**src/rtl/fifo_n.sv**
```systemverilog
// fifo_n: parametrised synchronous FIFO with enq/deq/first ENA/RDY method handshake.
//
// It is a deeper, wider replacement for a single-entry FIFO. It adds an occupancy count,
// a synchronous flush and an optional pipelined-full mode.
//
// Parameters:
//   WIDTH     data width of enqueue data and head entry
//   DEPTH     number of entries; power of two, >= 2
//   PIPELINED 1: enqueue is also ready while full if a dequeue is strobed this cycle
//   CW        width of the occupancy count, $clog2(DEPTH+1)
//
// Ports (method name in brackets):
//   i_clk             clock, rising edge                        [CLK]
//   i_rst_n           asynchronous active-low reset             [nRST]
//   i_in_enq_ena      enqueue strobe                            [in$enq__ENA]
//   i_in_enq_v        enqueue data                              [in$enq$v]
//   o_in_enq_rdy      enqueue permitted                         [in$enq__RDY]
//   i_out_deq_ena     dequeue strobe                            [out$deq__ENA]
//   o_out_deq_rdy     dequeue permitted                         [out$deq__RDY]
//   o_out_first       head entry, valid while o_out_first_rdy   [out$first]
//   o_out_first_rdy   head valid                                [out$first__RDY]
//   i_ctl_clear_ena   synchronous flush                         [ctl$clear__ENA]
//   o_ctl_clear_rdy   always 1                                  [ctl$clear__RDY]
//   o_count           occupancy, 0..DEPTH                       [count]
module fifo_n #(
  parameter int unsigned WIDTH     = 128,
  parameter int unsigned DEPTH     = 4,
  parameter int unsigned PIPELINED = 0,
  localparam int unsigned CW       = $clog2(DEPTH + 1)
) (
  input  logic             i_clk,
  input  logic             i_rst_n,
  input  logic             i_in_enq_ena,
  input  logic [WIDTH-1:0] i_in_enq_v,
  output logic             o_in_enq_rdy,
  input  logic             i_out_deq_ena,
  output logic             o_out_deq_rdy,
  output logic [WIDTH-1:0] o_out_first,
  output logic             o_out_first_rdy,
  input  logic             i_ctl_clear_ena,
  output logic             o_ctl_clear_rdy,
  output logic [CW-1:0]    o_count
);

  localparam int unsigned AW = $clog2(DEPTH);

  // Storage and state
  logic [WIDTH-1:0] r_mem [DEPTH];
  logic [AW-1:0]    r_rp;
  logic [AW-1:0]    r_wp;
  logic [CW-1:0]    r_count;

  logic [AW-1:0]    w_rp_d;
  logic [AW-1:0]    w_wp_d;
  logic [CW-1:0]    w_count_d;

  logic             w_full;
  logic             w_empty;
  logic             w_enq_rdy;
  logic             w_deq_rdy;
  logic             w_enq;
  logic             w_deq;
  logic             w_wr_en;

  // Status
  assign w_full    = (r_count == CW'(DEPTH));
  assign w_empty   = (r_count == '0);

  // Ready: the pipelined mode lets a dequeue in the same cycle free the slot being written,
  // which is the only combinational input-to-output path.
  assign w_deq_rdy = !w_empty;
  assign w_enq_rdy = (PIPELINED != 0) ? (!w_full || i_out_deq_ena) : !w_full;

  // Strobes without their ready are ignored.
  assign w_enq   = i_in_enq_ena  && w_enq_rdy;
  assign w_deq   = i_out_deq_ena && w_deq_rdy;

  // Clear discards any enqueue issued in the same cycle.
  assign w_wr_en = w_enq && !i_ctl_clear_ena;

  // Next-state: clear has priority over enq/deq.
  always_comb begin
    w_rp_d    = r_rp;
    w_wp_d    = r_wp;
    w_count_d = r_count;
    if (i_ctl_clear_ena) begin
      w_rp_d    = '0;
      w_wp_d    = '0;
      w_count_d = '0;
    end else begin
      if (w_enq) begin
        w_wp_d = r_wp + AW'(1);   // wraps modulo DEPTH (power of two)
      end
      if (w_deq) begin
        w_rp_d = r_rp + AW'(1);
      end
      unique case ({w_enq, w_deq})
        2'b10:   w_count_d = r_count + CW'(1);
        2'b01:   w_count_d = r_count - CW'(1);
        default: w_count_d = r_count;
      endcase
    end
  end

  // Control state
  always_ff @(posedge i_clk or negedge i_rst_n) begin
    if (!i_rst_n) begin
      r_rp    <= '0;
      r_wp    <= '0;
      r_count <= '0;
    end else begin
      r_rp    <= w_rp_d;
      r_wp    <= w_wp_d;
      r_count <= w_count_d;
    end
  end

  // Data array is not reset. When full in pipelined mode, wp == rp, so the write lands
  // in the slot being vacated.
  always_ff @(posedge i_clk) begin
    if (w_wr_en) begin
      r_mem[r_wp] <= i_in_enq_v;
    end
  end

  // Outputs
  assign o_in_enq_rdy    = w_enq_rdy;
  assign o_out_deq_rdy   = w_deq_rdy;
  assign o_out_first_rdy = w_deq_rdy;
  assign o_out_first     = r_mem[r_rp];
  assign o_ctl_clear_rdy = 1'b1;
  assign o_count         = r_count;

endmodule

```
**config.mk**
```make
export PLATFORM = sky130hd
export DESIGN_NAME = fifo_n
export DESIGN_NICKNAME = d
export VERILOG_FILES = /design/src/rtl/fifo_n.sv
export SDC_FILE = /design/constraint.sdc
export NUM_CORES = 1
export LEC_CHECK = 0
export BUFFER_PORTS_ARGS = -buffer_cell sky130_fd_sc_hd__buf_2
export CORE_ASPECT_RATIO = 0.8
export CORE_MARGIN = 2
export CORE_UTILIZATION = 51
export CTS_BUF_LIST = sky130_fd_sc_hd__clkbuf_16
export DETAILED_ROUTE_END_ITERATION = 16
export PLACE_DENSITY = 0.75
export REMOVE_ABC_BUFFERS = 1
export SLEW_MARGIN = 20
export SYNTH_ARGS = -nofsm -noshare
export SYNTH_HDL_FRONTEND = slang
export SYNTH_SLANG_ARGS = --single-unit
```
**constraint.sdc**
```tcl
create_clock -name i_clk -period 4.75 [get_ports i_clk]
set_input_delay 0.95 -clock i_clk [delete_from_list [all_inputs] [get_ports i_clk]]
set_output_delay 0.95 -clock i_clk [all_outputs]
set_load 0.02 [all_outputs]
```
==> reports/metrics.yaml <==
status: "complete, no violations"
p_comb_share_pct: 15.3
io_buffers: 266
post_cts_resized: 0
cts_buffers: 48
drt-total-wl_mm: 35.0
ys_warn_count: 0
crit_type: "reg2out"
ys.flop_type: "edfxtp_1"
tightest_slew_ns: 0.849
grt_max_degree: 88
initial_core_util_pct: 51.6
hold_path.class: "in2async"
layout.nets: 1171
max_clock_freq_mhz: 293
syn2layout_area_growth_pct: 17.9
clockBufferDepth: 3
post-route-util_pct: 60.8
tns_ns: 0
yosys.area.top_type: "edfxtp_1"
mostFrequentLayoutCell: "edfxtp_1"
core_area_um2: 37000
drt_iter0_markers: 561
ir_drop_uv: 411
overflow: 0
async_flop_share_pct: 1.35
final-max-slew-violation-count: 0
maxCapViolations: 0
arrival_ns: 2.46
period_needed_ns: 3.41
placedCellCount: 1470
relSlewSlack_pct: 43.4
clkSinkCount: 519
antenna_found_initial: 9
cts_tree: "yes"
drive_gt1_share_pct: 45.4
grt_pass1_wl_mm: 52.5
nFillCells: 2529
cts-root-buf: "clkbuf_16"
drtAntennaViolNets: 0
track_usage_pct: 18.0
die_h_um: 177
avgSynthCellArea_um2: 25.8
drt_drc_violations_left: 0
postCtsSetupRepairBufs: 0
synth_top_area_share_pct: 80.7
finClkSkew_ns: 0.0156
synth-edff-count: 512
clk-insertion-delay-late_ns: 0.56
sw_frac_of_total_pct: 24.3
ys_seq_elements: 519
wl_per_cell_um: 22.5
synth-seq-area-share_pct: 81.6
layout_common_cells: "edfxtp_1, buf_2, mux4_2, clkbuf_16, inv_1"
dieArea_um2: 38900
first_global_vias: 9098
dp_hpwl_mm: 20.9
fp.dieW_um: 220
pwr-share-clk_pct: 34.7
cp-end-kind: "primary output"
synth_cell_types: 34
intPower_w: 0.00798
rsz0062_at_grt: "no"
vias: 8715
path_clk_slew_ns: 0.06
finalNonFillerCells: 1557
ctsHoldBuffers: 0
crit_path_start_kind: "flop"
critPathMaxFanout: 43
period_share_pct: 71.8
p_total_w: 0.0105
hold_slack_ns: 0.232
dr.pass1.iters: 5
cp.required_ns: 3.80
syn_inst: 739
setup_violations: 0
seq_power_share_pct: 50.0
power.density_nw_per_um2: 469
netlist_area_um2: 19100
avgViaCountPerCell: 5.60
ioPinCount: 268
row_count: 63
p_leak_nw: 7.47
hold_violations: 0
yosys-top-cells-area: "edfxtp_1, mux4_2, dfrtp_1"
cts_max_level: 2
p_switching_w: 0.00256
place.gp.congestion: 0.738
power by group through the flow:
stage,registers [W],clock network [W],logic (W)
global route,0.00528,0.00392,0.00173
global placement,0.00536,0,0.00162
CTS,0.00527,0.00374,0.00165
floorplan,0.00551,0,0.00101
detailed placement,0.00537,0,0.00164
finish,0.00527,0.00366,0.00161
final timing paths:
check,from,to,slack [ns],cells after the start
max,r_rp[0]$_DFFE_PN0P_,o_out_first[38],1.34,3
min,i_rst_n,r_rp[1]$_DFFE_PN0P_,0.23,1
max reg2reg,o_count[0]$_DFFE_PN0P_,r_mem[1][47]$_DFFE_PP_,2.08,4
min reg2reg,r_wp[0]$_DFFE_PN0P_,r_wp[0]$_DFFE_PN0P_,0.65,2
max in group asynchronous,i_rst_n,r_rp[0]$_DFFE_PN0P_,4.33,1
min in group i_clk,i_in_enq_v[119],r_mem[3][119]$_DFFE_PP_,0.60,1
through the flow:
step	setup WS [ns]	cell area (µm²)
3_3_place_gp	1.64	21000
4_1_cts	1.24	22500
5_1_grt	1.14	22500
6_report	1.34	22500
2_1_floorplan	-1.91	18800
3_5_place_dp	1.51	21000
worst max-delay path: stages (launching register included):
cell     delay, ns
dfrtp_4       0.42
buf_4         0.63
mux4_2        0.61
buf_2         0.18
metal layers:
| metal | global-route usage, % | share of wire [%] | vias up | routed length (µm) |
|---|---|---|---|---|
| met5 | 0 | 0.24 | - | 85 |
| met4 | 4.05 | 1.5 | 12 | 535 |
| met3 | 4.88 | 7.2 | 59 | 2520 |
| met2 | 28.8 | 48 | 298 | 16800 |
| met1 | 25.3 | 43 | 4564 | 15000 |
| li1 | - | - | 3782 | - |
synth_stat cells (2+ instances only):
library cell,count
buf_6,11
buf_4,3
or3_1,2
clkbuf_1,4
inv_1,5
edfxtp_1,512
dfrtp_1,7
ha_1,4
nand2b_1,5
and2_1,5
nor2_1,2
nand3b_1,2
a21oi_1,6
xor2_1,2
buf_2,18
mux4_2,128
o21ai_0,3
nor3b_1,2
nand3_1,3
sequential cells by signal (all words and copies together), names as in the netlist:
name and cells:
o_count 3, r_mem 512, r_rp 2, r_wp 2
final cells by class:
type                            instances  area, µm²  area share, %
Antenna cell                            1       2.50         0.0111
Clock inverter                         37        284           1.26
Clock buffer                           49       1230           5.46
Tap cell                              487        609           2.71
Inverter                                5       18.8         0.0835
Sequential cell                       519      15600           69.2
Multi-Input combinational cell        178       3250           14.4
Timing Repair Buffer                  281       1530           6.81
kinds of logic (layout without fill, tap and decap cells):
| group | Yosys count | in the layout | synth area share [%] |
|---|---|---|---|
| DFF | 519 | 519 | 81.6 |
| xor gates and xnor gates | 3 | 3 | 0.138 |
| adders and majority gates | 5 | 5 | 0.368 |
| other | 1 | 2 | 0.0197 |
| muxes | 128 | 128 | 15.1 |
| and+or+nand+nor | 24 | 24 | 0.761 |
| AOI/OAI and AO/OA | 17 | 17 | 0.565 |
| buffers and inverters | 42 | 372 | 1.44 |
(Power assumes the default switching activity.)
